<file path="config.mk">
export PLATFORM = sky130hd
export DESIGN_NAME = clk_ratio_monitor
export DESIGN_NICKNAME = d
export VERILOG_FILES = /design/src/rtl/clk_mon_pkg.sv /design/src/rtl/clk_ratio_monitor_sync_edge_det.sv /design/src/rtl/clk_ratio_monitor.sv
export SDC_FILE = /design/constraint.sdc
export NUM_CORES = 1
export LEC_CHECK = 0
export BUFFER_PORTS_ARGS = -buffer_cell sky130_fd_sc_hd__clkbuf_2
export CAP_MARGIN = 25
export CORE_MARGIN = 1
export CORE_UTILIZATION = 40
export CTS_BUF_LIST = sky130_fd_sc_hd__clkbuf_4
export DETAILED_ROUTE_END_ITERATION = 8
export GPL_ROUTABILITY_DRIVEN = 0
export MAX_ROUTING_LAYER = met4
export SLEW_MARGIN = 20
export SYNTH_ARGS = -nofsm -noshare
export SYNTH_HDL_FRONTEND = slang
export SYNTH_SLANG_ARGS = --single-unit
</file>
<file path="constraint.sdc">
create_clock -name clk -period 2.8 [get_ports clk]
set_input_delay 0.56 -clock clk [delete_from_list [all_inputs] [get_ports clk]]
set_output_delay 0.56 -clock clk [all_outputs]
set_load 0.01 [all_outputs]
</file>
<file path="src/rtl/clk_mon_pkg.sv">
// Shared types and constants for the divided-clock ratio monitor.
// Holds the FSM state encoding, counter saturation helper and error-count width.
package clk_mon_pkg;

    typedef enum logic [1:0] {
        ST_IDLE    = 2'd0,
        ST_MEASURE = 2'd1,
        ST_LOCKED  = 2'd2
    } state_e;

    localparam int ERR_CNT_W   = 8;
    localparam int DEF_CNT_W   = 8;
    localparam int DEF_CNT_SAT = (1 << DEF_CNT_W) - 1;

    localparam logic [ERR_CNT_W-1:0] ERR_CNT_SAT = '1;

    // All-ones value of a w-bit counter; callers cast it to their own width.
    function automatic int sat_val(input int w);
        return (1 << w) - 1;
    endfunction

endpackage

</file>
<file path="src/rtl/clk_ratio_monitor_sync_edge_det.sv">
// Synchronizes an asynchronous level and flags its rising edges.
// rise lags d_in by SYNC_STAGES+1 cycles; level is delayed to line up with rise. No backpressure.
module sync_edge_det #(
    parameter int SYNC_STAGES = 2
) (
    input  logic clk,
    input  logic rst,
    input  logic d_in,
    output logic level,
    output logic rise
);

    logic [SYNC_STAGES-1:0] sync_q;
    logic [SYNC_STAGES-1:0] sync_d;
    logic                   prev_q;
    logic                   prev_d;
    logic                   rise_q;
    logic                   rise_d;

    always_comb begin
        sync_d = {sync_q[SYNC_STAGES-2:0], d_in};
        prev_d = sync_q[SYNC_STAGES-1];
        rise_d = sync_q[SYNC_STAGES-1] & ~prev_q;
    end

    always_ff @(posedge clk or posedge rst) begin
        if (rst) begin
            sync_q <= '0;
            prev_q <= 1'b0;
            rise_q <= 1'b0;
        end else begin
            sync_q <= sync_d;
            prev_q <= prev_d;
            rise_q <= rise_d;
        end
    end

    // prev_q turns high on the same edge that rise_q fires, so level counts align with rise.
    assign level = prev_q;
    assign rise  = rise_q;

endmodule

</file>
<file path="src/rtl/clk_ratio_monitor.sv">
// Measures period/high time of a divided clock in fast-clock cycles and tracks ratio lock.
// Results appear one cycle after the detected rise; free-running, no backpressure.
module clk_ratio_monitor
    import clk_mon_pkg::*;
#(
    parameter int EXP_DIV     = 9,
    parameter int TOL         = 0,
    parameter int LOCK_CNT    = 4,
    parameter int CNT_W       = DEF_CNT_W,
    parameter int SYNC_STAGES = 2
) (
    input  logic                 clk,
    input  logic                 rst,
    input  logic                 div_in,
    output logic [CNT_W-1:0]     period,
    output logic [CNT_W-1:0]     high_time,
    output logic                 period_vld,
    output logic                 locked,
    output logic                 err,
    output logic [ERR_CNT_W-1:0] err_cnt
);

    localparam int               MC_W    = $clog2(LOCK_CNT + 1);
    localparam logic [CNT_W-1:0] CNT_SAT = CNT_W'(sat_val(CNT_W));
    localparam logic [CNT_W:0]   EXP_EXT = (CNT_W+1)'(EXP_DIV);
    localparam logic [CNT_W:0]   TOL_EXT = (CNT_W+1)'(TOL);
    localparam logic [MC_W-1:0]  MC_LAST = MC_W'(LOCK_CNT - 1);
    localparam logic [MC_W-1:0]  MC_FULL = MC_W'(LOCK_CNT);

    logic       sync_level;
    logic       rise;

    state_e                 state_q,      state_d;
    logic [CNT_W-1:0]       pcnt_q,       pcnt_d;
    logic [CNT_W-1:0]       hcnt_q,       hcnt_d;
    logic [MC_W-1:0]        mcnt_q,       mcnt_d;
    logic [CNT_W-1:0]       period_q,     period_d;
    logic [CNT_W-1:0]       high_time_q,  high_time_d;
    logic                   period_vld_q, period_vld_d;
    logic                   locked_q,     locked_d;
    logic                   err_q,        err_d;
    logic [ERR_CNT_W-1:0]   err_cnt_q,    err_cnt_d;

    logic [CNT_W:0]         pcnt_ext;
    logic [CNT_W:0]         pdiff;
    logic                   match;
    logic                   timeout;

    sync_edge_det #(
        .SYNC_STAGES (SYNC_STAGES)
    ) u_sync_edge_det (
        .clk   (clk),
        .rst   (rst),
        .d_in  (div_in),
        .level (sync_level),
        .rise  (rise)
    );

    // Distance from the expected period, one bit wider so it never wraps.
    always_comb begin
        pcnt_ext = {1'b0, pcnt_q};
        pdiff    = (pcnt_ext >= EXP_EXT) ? (pcnt_ext - EXP_EXT) : (EXP_EXT - pcnt_ext);
        match    = (pdiff <= TOL_EXT);
        timeout  = (state_q != ST_IDLE) && (pcnt_q == CNT_SAT);
    end

    always_comb begin
        state_d      = state_q;
        pcnt_d       = (pcnt_q == CNT_SAT) ? pcnt_q : pcnt_q + 1'b1;
        hcnt_d       = (sync_level && (hcnt_q != CNT_SAT)) ? hcnt_q + 1'b1 : hcnt_q;
        mcnt_d       = mcnt_q;
        period_d     = period_q;
        high_time_d  = high_time_q;
        period_vld_d = 1'b0;
        locked_d     = locked_q;
        err_d        = 1'b0;

        // Timeout wins over a coincident rise; counters stay saturated until re-armed.
        if (timeout) begin
            err_d    = 1'b1;
            locked_d = 1'b0;
            mcnt_d   = '0;
            state_d  = ST_IDLE;
        end else if (rise) begin
            pcnt_d = CNT_W'(1);
            hcnt_d = CNT_W'(1);
            unique case (state_q)
                ST_IDLE: begin
                    mcnt_d  = '0;
                    state_d = ST_MEASURE;
                end
                ST_MEASURE: begin
                    period_d     = pcnt_q;
                    high_time_d  = hcnt_q;
                    period_vld_d = 1'b1;
                    if (match) begin
                        if (mcnt_q == MC_LAST) begin
                            mcnt_d   = MC_FULL;
                            locked_d = 1'b1;
                            state_d  = ST_LOCKED;
                        end else begin
                            mcnt_d = mcnt_q + 1'b1;
                        end
                    end else begin
                        err_d  = 1'b1;
                        mcnt_d = '0;
                    end
                end
                ST_LOCKED: begin
                    period_d     = pcnt_q;
                    high_time_d  = hcnt_q;
                    period_vld_d = 1'b1;
                    if (!match) begin
                        err_d    = 1'b1;
                        locked_d = 1'b0;
                        mcnt_d   = '0;
                        state_d  = ST_MEASURE;
                    end
                end
                default: state_d = ST_IDLE;
            endcase
        end

        err_cnt_d = (err_d && (err_cnt_q != ERR_CNT_SAT)) ? err_cnt_q + 1'b1 : err_cnt_q;
    end

    always_ff @(posedge clk or posedge rst) begin
        if (rst) begin
            state_q      <= ST_IDLE;
            pcnt_q       <= '0;
            hcnt_q       <= '0;
            mcnt_q       <= '0;
            period_q     <= '0;
            high_time_q  <= '0;
            period_vld_q <= 1'b0;
            locked_q     <= 1'b0;
            err_q        <= 1'b0;
            err_cnt_q    <= '0;
        end else begin
            state_q      <= state_d;
            pcnt_q       <= pcnt_d;
            hcnt_q       <= hcnt_d;
            mcnt_q       <= mcnt_d;
            period_q     <= period_d;
            high_time_q  <= high_time_d;
            period_vld_q <= period_vld_d;
            locked_q     <= locked_d;
            err_q        <= err_d;
            err_cnt_q    <= err_cnt_d;
        end
    end

    assign period     = period_q;
    assign high_time  = high_time_q;
    assign period_vld = period_vld_q;
    assign locked     = locked_q;
    assign err        = err_q;
    assign err_cnt    = err_cnt_q;

endmodule

</file>
==> summary.txt, run 1 <==
Vias: 1800
Global-route wire length before repair: 8150 µm
Clock Tree Buf Depth: 2
Switching part of the total power: 37.6%
Clk sink count: 52
PortBufs: 29
Required @ worst endpoint: 3.07 ns
Crit path max-delay family: compound AO/OA/AOI/OAI gates
DRC: 0
# hold bufs at CTS: 0
Post-synth EDFFs: 0
Num CTS Buffers: 5
Worst Setup End Kind: register
Comb pwr share: 34.7%
Number of global-route vias before repair: 1711
Yosys reg bits: 52
Maximum Capacitance Violations: 0
Worst IR drop on VDD: 351 µV
RSZ-0062 raised after global routing: false
Drt initial violations: 78
Post-synth top area share: 50.4%
CP max stage cell: or4b_4
Power per cell area: 748 nW/µm²
Mapped Cells: 227
Commonest non-fill, non-tap cells in the layout: 52 x dfrtp_1, 29 x clkbuf_2, 16 x nor2_1
Initial core utilization: 42.6%
Initial DRT Pass Iterations: 4
Vias/cell: 5.33
Die H: 82.4 µm
Hold WC Path Type: input pin to asynchronous set/reset pin
Slew HR: 60.2%
CTS tree: yes
Syn nets: 243
CP bufs+invs: 1
Setup bufs post-CTS: 0
Clock Pin Slew Worst Setup and Hold Paths: 0.16 ns
Worst slew pin tran: 0.596 ns
Setup_tns: 0 ns
FFs w/ async S/R, synth: 100%
Inserted Diodes: 0
Power share of the sequential group: 49.2%
Ys Warns: 0
Seq/Total Area, Yosys: 50.4%
Cell taking the most area after synthesis: dfrtp_1
Initial antenna violation count: 0
GRT overflow: 0
Die ar.: 6780 µm²
Int Pwr: 0.00135 W
Largest net degree at the start of global routing: 28
Worst-path fanout max: 7
Max Fclk: 409 MHz
P&R area growth vs syn: 12.2%
Pwr Total: 0.00217 W
Post-route minimum period: 2.44 ns
Num ports: 30
Crit Path Class: register to register
Clk root buf: clkbuf_4
CP cell instances: inv_1, ha_1, or4b_4, a221oi_4, a21oi_2, o2111ai_1, mux2_1
Ratio of cells with drive above 1 in the final layout: 23.2%
Final Hold Fails: 0
Sw power: 0.000814 W
Die Wd: 82.4 µm
Dpl hpwl: 3610 µm
Skew-Pair Late Insertion Delay: 0.38 ns
Crit-path max cell delay: 0.46 ns
Top_reg_cell synth: dfrtp_1
CTS H-tree lvls: 2
Status: finished clean
Post-cts sizing count: 0
Final count of pins violating max slew: 0
CP Launch Type: register
Unique masters post-synth: 50
Final Cycle Share: 87.3%
Final setup violation count: 0
Drt total wl: 4980 µm
Most common cell after layout, fill and taps aside: dfrtp_1
Wire length per cell: 14.7 µm
Cell area after synthesis: 2580 µm²
Final Skew: 0.0161 ns
Syn Area/Cell: 11.4 µm²
Core Rows: 28
CP arrival: 2.71 ns
Ranking of synthesized cells by area: dfrtp_1 50%, ha_1 6.3%, mux2_4 4.7%, mux2_1 3.1%, xor2_1 2.4%
Core Area: 6060 µm²
Clk pwr share: 16.2%
Leak: 1.38 nW
Final net count: 278
Overall Global Routing Usage: 16.5%
Post-DRT Antenna Nets: 0
through the flow:
stage               hold WS, ns  utilization (%)  std cells  setup WS, ns  area [µm²]
finish                    0.196             47.8        338         0.355        2900
global route              0.220             47.8        338         0.182        2900
CTS                       0.204             47.7        337         0.333        2890
detailed placement        0.341             46.7        329         0.356        2830
global placement          0.337             46.7        329         0.362        2830
floorplan                 0.331                -        227         0.603        2580
cell usage after synthesis, types with 2 or more instances:
| master | number |
|---|---|
| a211oi_1 | 3 |
| a21boi_1 | 2 |
| a21o_1 | 2 |
| a21oi_1 | 4 |
| a221oi_1 | 2 |
| a31oi_1 | 2 |
| and2_1 | 3 |
| and3_1 | 4 |
| and4_1 | 2 |
| clkbuf_1 | 3 |
| dfrtp_1 | 52 |
| ha_1 | 13 |
| inv_1 | 13 |
| mux2_1 | 7 |
| mux2_4 | 8 |
| nand2_1 | 12 |
| nand2b_1 | 2 |
| nand3_1 | 11 |
| nand4_1 | 7 |
| nor2_1 | 16 |
| nor3_1 | 4 |
| o2111ai_1 | 2 |
| o21ai_0 | 12 |
| o22a_1 | 5 |
| o2bb2ai_1 | 2 |
| or3_1 | 2 |
| xnor2_1 | 3 |
| xor2_1 | 7 |
power groups by stage:
| stage | logic (W) | registers [W] | clock network [W] |
|---|---|---|---|
| floorplan | 0.000503 | 0.00110 | 0 |
| global placement | 0.000742 | 0.00108 | 0 |
| detailed placement | 0.000753 | 0.00108 | 0 |
| CTS | 0.000758 | 0.00107 | 0.000371 |
| global route | 0.000851 | 0.00109 | 0.000394 |
| finish | 0.000751 | 0.00106 | 0.000350 |
cells by family (layout without fill, tap and decap cells):
family	after synthesis	after routing	share of synthesized area, %
simple gates	72	72	15.4
fa+ha+maj	13	13	6.30
xor+xnor	10	10	3.39
mux	16	16	8.09
compound gates	45	45	13.3
flops	52	52	50.4
buf+inv	19	55	3.10
final cells by class:
type	instances	area, µm²
Clock inverter	3	22.5
Inverter	14	52.6
Fill cell	583	3160
Clock buffer	5	37.5
Timing Repair Buffer	33	188
Multi-Input combinational cell	156	1200
Sequential cell	52	1300
Tap cell	75	93.8
routing by layer:
layer / vias to the layer above / part of all wire, % / global-route usage, %
met5: - / 0 / -
met4: 0 / 1.3 / 5.79
met3: 5 / 3.1 / 2.97
met2: 31 / 46 / 26.5
met1: 877 / 50 / 21.0
li1: 887 / - / -
worst paths after layout:
kind                                           start                        end  slack, ns  cells past startpoint
setup / recovery                           pcnt_q[1]                 err_cnt[6]       0.36                      7
hold / removal                                   rst               high_time[3]       0.20                      2
setup reg to reg                           pcnt_q[1]                 err_cnt[6]       0.36                      7
hold reg to reg            u_sync_edge_det.sync_q[0]  u_sync_edge_det.sync_q[1]       0.37                      0
max in group asynchronous                        rst                 err_cnt[6]       2.03                      3
min in group clk                              div_in  u_sync_edge_det.sync_q[0]       0.28                      1
sequential cells by signal, summed over array words and instances (netlist names), 2 cells and up:
register	cells
period	8
state_q	2
err_cnt	8
u_sync_edge_det.sync_q	2
hcnt_q	8
mcnt_q	3
pcnt_q	8
high_time	8
Power figures use the tool's default switching activity.
==> inputs of run 2 (changes only) <==
==> constraint.sdc (replaced) <==
create_clock -name clk -period 2.86 [get_ports clk]
set_input_delay 0.572 -clock clk [delete_from_list [all_inputs] [get_ports clk]]
set_output_delay 0.572 -clock clk [all_outputs]
set_load 0.01 [all_outputs]
==> run 2 against run 1 <==
Compared with the run above: sequential share of layout area shrank 0.25 points; die area is the same; critical path depth is the same; critical path type unchanged; sequential cell count is the same; clock skew shrank 0.0012 ns; clock power grew 23%; design area grew 0.56%; combinational power shrank 3.2%.
==> summary.txt, run 2 (synthesis gave the netlist of run 1 again) <==
Clock Tree Buf Depth: 2 (unchanged)
Final Skew: 0.0149 ns (-0.00118 ns)
Die ar.: 6780 µm² (unchanged)
Required @ worst endpoint: 3.12 ns (+0.05 ns)
Leak: 1.38 nW (+0.39%)
Vias: 1808 (+0.44%)
Skew-Pair Late Insertion Delay: 0.37 ns (about the same)
Crit Path Class: register to register
CTS tree: yes
Hold WC Path Type: input pin to asynchronous set/reset pin
Core Rows: 28 (unchanged)
Clock Pin Slew Worst Setup and Hold Paths: 0.16 ns (about the same)
Worst IR drop on VDD: 390 µV (+11%)
Post-route cell area: 2910 µm² (+0.56%)
Post-DRT Antenna Nets: 0 (unchanged)
Initial antenna violation count: 0 (unchanged)
Global-route wire length before repair: 8140 µm (-0.16%)
Inserted Diodes: 0 (unchanged)
Post-cts sizing count: 0 (unchanged)
Largest net degree at the start of global routing: 28 (unchanged)
Power per cell area: 756 nW/µm² (+1.0%)
Final count of pins violating max slew: 0 (unchanged)
Final Cycle Share: 84.9% (-2.4 points)
Wire length per cell: 14.3 µm (-2.8%)
Overall Global Routing Usage: 16.6% (+0.036 points)
Status: finished clean
Worst-path fanout max: 7 (unchanged)
Post-route minimum period: 2.43 ns (-0.0165 ns)
Final Hold Fails: 0 (unchanged)
GRT overflow: 0 (unchanged)
CP Launch Type: register
Number of global-route vias before repair: 1678 (-1.9%)
Ratio of cells with drive above 1 in the final layout: 22.9% (-0.29 points)
Final net count: 277 (-0.36%)
Max Fclk: 412 MHz (+0.68%)
Setup_tns: 0 ns (unchanged)
RSZ-0062 raised after global routing: false
Fin Hold WS: 0.207 ns (+0.0109 ns)
Initial DRT Pass Iterations: 4 (unchanged)
Dpl hpwl: 3490 µm (-3.2%)
Clk root buf: clkbuf_4
Area after DPL: 2820 µm² (-0.27%)
Drt initial violations: 88 (+13%)
Worst slew pin tran: 0.624 ns (+0.0271 ns)
# hold bufs at CTS: 0 (unchanged)
Commonest non-fill, non-tap cells in the layout: 52 x dfrtp_1, 29 x clkbuf_2, 16 x nor2_1
Num ports: 30 (unchanged)
CTS H-tree lvls: 2 (unchanged)
Die Wd: 82.4 µm (unchanged)
Clk sink count: 52 (unchanged)
CP arrival: 2.69 ns (-0.02 ns)
Die H: 82.4 µm (unchanged)
PortBufs: 29 (unchanged)
Core Area: 6060 µm² (unchanged)
Worst Setup End Kind: register
Slew HR: 58.3% (-1.9 points)
Drt total wl: 4820 µm (-3.1%)
Maximum Capacitance Violations: 0 (unchanged)
Num CTS Buffers: 5 (unchanged)
Final setup violation count: 0 (unchanged)
Setup bufs post-CTS: 0 (unchanged)
Most common cell after layout, fill and taps aside: dfrtp_1
P&R area growth vs syn: 12.8%
FILL cells: 582 (-0.17%)
Initial core utilization: 42.6% (unchanged)
Vias/cell: 5.36 (+0.74%)
DRC: 0 (unchanged)
## run 2: cell types whose count changed in the layout (fill, tap and decap cells not counted), sizes merged
cell	change
clkbuf	+1
clkinv	-2
bufinv	+1
buf	-1
## run 2: final timing paths
check	from	end	slack (ns)	cells past startpoint
min in group clk	div_in	u_sync_edge_det.sync_q[0]	0.31	1
min reg2reg	u_sync_edge_det.sync_q[0]	u_sync_edge_det.sync_q[1]	0.37	0
max reg2reg	pcnt_q[1]	err_cnt[7]	0.43	7
min	rst	high_time[3]	0.21	2
max in group asynchronous	rst	err	2.10	3
max	pcnt_q[1]	err_cnt[7]	0.43	7
## run 2: layout make-up
| type | instances | area, µm² | share of cell area, % |
|---|---|---|---|
| multi-input combinational | 156 | 1200 | 41.2 |
| sequential | 52 | 1300 | 44.7 |
| clock inverter | 2 | 38.8 | 1.33 |
| clock buffer | 6 | 45.0 | 1.55 |
| timing repair buffer | 32 | 180 | 6.19 |
| inverter | 14 | 52.6 | 1.80 |
| tap | 75 | 93.8 | 3.22 |
## run 2: stage by stage
step           total power, W  setup slack [ns]  cells  utilization, %
2_1_floorplan         0.00156             0.663    227               -
3_3_place_gp          0.00178             0.425    328            46.6
3_5_place_dp          0.00179             0.332    328            46.6
4_1_cts               0.00223             0.321    336            47.9
5_1_grt               0.00238             0.266    337            48.1
6_report              0.00220             0.432    337            48.1
## run 2: critical path, cell delays in order, from the launching register on
cell,delay (ns)
dfrtp_1,0.43
inv_1,0.18
ha_1,0.18
or4b_4,0.46
a221oi_4,0.35
a21oi_2,0.17
o2111ai_1,0.22
mux2_1,0.35
## run 2: per-layer routing
metal,wire length (µm),GRT usage [%],vias up
met5,0,-,-
met2,2210,25.1,32
met1,2400,22.5,883
met4,61,4.74,0
li1,-,-,888
met3,149,3.30,5
## run 2: power by group
part | switching, W | internal [W]
Combinational | 0.000397 | 0.000330
Sequential | 0.000150 | 0.000891
Clock | 0.000234 | 0.000198
Total | 0.000782 | 0.00142
==> inputs of run 3 (changes only) <==
==> constraint.sdc (replaced) <==
create_clock -name clk -period 1.96 [get_ports clk]
set_input_delay 0.392 -clock clk [delete_from_list [all_inputs] [get_ports clk]]
set_output_delay 0.392 -clock clk [all_outputs]
set_load 0.01 [all_outputs]
==> run 3 against run 2 <==
Compared with the run above: the flow now finishes with violations (negative setup slack); final cell count rose by 9.2%; first-iteration DRC count rose by 38%; worst setup slack got worse by 0.67 ns; clock skew fell by 0.0038 ns; register-to-register slack got worse by 0.67 ns; global-route usage rose by 1.7 points; critical path depth rose by 1; clock-buffer cell count did not move; wire length rose by 16%; non-clock buffer count rose by 31; design area rose by 16%; critical endpoint is now state_q[0].
==> summary.txt, run 3 (synthesis gave the netlist of run 1 again) <==
Status: finished with violations
Failing checks: negative setup slack
Final Cycle Share: 112% (+27 points)
Overall Global Routing Usage: 18.3% (+1.7 points)
Clock Pin Slew Worst Setup and Hold Paths: 0.15 ns (about the same)
Power per cell area: 1100 nW/µm² (+46%)
CP cell instances: inv_2, ha_4, or4b_4, a221oi_4, buf_6, nand3_4, a221oi_4, o22a_1
Initial antenna violation count: 0 (unchanged)
Setup_tns: -2.06 ns (-2.06 ns)
Inserted Diodes: 0 (unchanged)
Die H: 82.4 µm (unchanged)
Core Rows: 28 (unchanged)
Storage cell area: 1300 µm² (about the same)
Final Hold Fails: 0 (unchanged)
Initial core utilization: 42.6% (unchanged)
P&R area growth vs syn: 30.7%
Die ar.: 6780 µm² (unchanged)
Hold WC Path Type: input pin to register
Number of global-route vias before repair: 1875 (+12%)
Global-route wire length before repair: 8980 µm (+10%)
Crit path top cell by count: a221oi_4
Worst-path fanout max: 6 (-1)
Final net count: 308 (+11%)
Crit-path max cell delay: 0.46 ns (about the same)
Final count of pins violating max slew: 0 (unchanged)
Leak: 1.58 nW (+14%)
Int Pwr: 0.00237 W (+67%)
Ratio of cells with drive above 1 in the final layout: 39.2% (+16 points)
Final setup violation count: 14 (+14)
Clk sink count: 52 (unchanged)
Clk root buf: clkbuf_4
Commonest non-fill, non-tap cells in the layout: 51 x dfrtp_1, 29 x clkbuf_2, 26 x buf_4
Num ports: 30 (unchanged)
FILL cells: 525 (-9.8%)
Worst Setup End Kind: register
Setup WS post-layout: -0.239 ns (-0.670 ns)
Die Wd: 82.4 µm (unchanged)
Sw power: 0.00135 W (+73%)
Crit Path Class: register to register
CP Launch Type: register
DRC: 0 (unchanged)
Post-route cell area: 3380 µm² (+16%)
Post-DRT Antenna Nets: 0 (unchanged)
Most common cell after layout, fill and taps aside: dfrtp_1
Num CTS Buffers: 5 (unchanged)
Drt total wl: 5580 µm (+16%)
Clock Tree Buf Depth: 2 (unchanged)
Area of the multi-input gates: 1380 µm² (+15%)
CP max stage cell: or4b_4
Area after DPL: 3040 µm² (+7.9%)
Worst slew pin tran: 0.468 ns (-0.156 ns)
Worst IR drop on VDD: 740 µV (+90%)
CTS tree: yes
GRT overflow: 0 (unchanged)
Vias/cell: 5.31 (-1.1%)
Slew HR: 68.8% (+11 points)
Largest net degree at the start of global routing: 21 (-25%)
Initial DRT Pass Iterations: 4 (unchanged)
Core Area: 6060 µm² (unchanged)
CTS H-tree lvls: 2 (unchanged)
Drt initial violations: 121 (+38%)
PortBufs: 29 (unchanged)
Max Fclk: 455 MHz (+10%)
Post-route minimum period: 2.20 ns (-0.230 ns)
Switching part of the total power: 36.3% (+0.77 points)
Util after Layout: 55.7% (+7.6 points)
Final Skew: 0.0112 ns (-0.00376 ns)
Required @ worst endpoint: 2.27 ns (-0.85 ns)
Skew-Pair Late Insertion Delay: 0.37 ns (about the same)
Maximum Capacitance Violations: 0 (unchanged)
CP arrival: 2.51 ns (-0.18 ns)
Clk pwr share: 17.0% (-2.6 points)
RSZ-0062 raised after global routing: true
Dpl hpwl: 3880 µm (+11%)
Wire length per cell: 15.2 µm (+5.9%)
Power share of the sequential group: 40.7% (-6.6 points)
Comb pwr share: 42.2% (+9.2 points)
Vias: 1953 (+8.0%)
Fin Hold WS: 0.120 ns (-0.0873 ns)
[run 3: changes by cell type in the layout (fill, tap and decap cells not counted), moves of 3 or more]
cell     change
mux2_4       +4
nand3_4      +3
mux2_1       -4
buf_4       +24
buf_6        +4
[run 3: final cells by class]
| class | instances | area share [%] |
|---|---|---|
| Clock inverter | 2 | 1.15 |
| Timing Repair Buffer | 63 | 13.6 |
| Multi-Input combinational cell | 156 | 40.9 |
| Sequential cell | 52 | 38.6 |
| Inverter | 14 | 1.63 |
| Clock buffer | 6 | 1.33 |
| Tap cell | 75 | 2.78 |
[run 3: per-stage QoR]
stage	setup WS [ns]	total power (W)	instances
6_report	-0.239	0.00372	368
5_1_grt	-0.331	0.00397	368
4_1_cts	-0.163	0.00362	367
3_5_place_dp	-0.160	0.00282	356
3_3_place_gp	-0.121	0.00280	356
2_1_floorplan	-0.189	0.00229	227
[run 3: routing by layer]
| metal | global-route usage [%] | wire length, µm |
|---|---|---|
| met5 | - | 0 |
| met1 | 25.1 | 2670 |
| met2 | 26.7 | 2610 |
| met4 | 7.37 | 155 |
| met3 | 3.30 | 139 |
[run 3: final timing paths]
check	endpoint	from	slack, ns	cells past startpoint
hold reg to reg	u_sync_edge_det.sync_q[1]	u_sync_edge_det.sync_q[0]	0.38	0
min in group asynchronous	err_cnt[0]	rst	0.55	3
max in group asynchronous	state_q[1]	rst	0.90	4
setup / recovery	state_q[0]	pcnt_q[1]	-0.24	8
setup reg to reg	state_q[0]	pcnt_q[1]	-0.24	8
hold / removal	u_sync_edge_det.sync_q[0]	div_in	0.12	1
[run 3: worst max-delay path: cells and delay by family (launching register included)]
kind	cells	cell delay (ns)
compound gates	3	0.76
fa+ha+maj	1	0.12
buf+inv	2	0.29
flops	1	0.42
simple gates	2	0.55
[run 3: power groups by stage]
stage                     Combinational, W  Sequential (W)  Clock [W]
final                              0.00157         0.00152   0.000634
after global routing               0.00173         0.00155   0.000693
after CTS                          0.00145         0.00151   0.000656
after detailed placement           0.00130         0.00152          0
after global placement             0.00128         0.00152          0
after floorplan                   0.000719         0.00157          0
[run 3: what timing repair did]
item / 4_1_cts / 5_1_grt
resized for setup: 23 / 18
hold buffers: 1 / 0
pin swaps: 11 / 10
gates cloned: 0 / 1
endpoints found under the hold margin: 13 / 0
buffers inserted: 2 / 0
setup endpoints to repair: 18 / 27
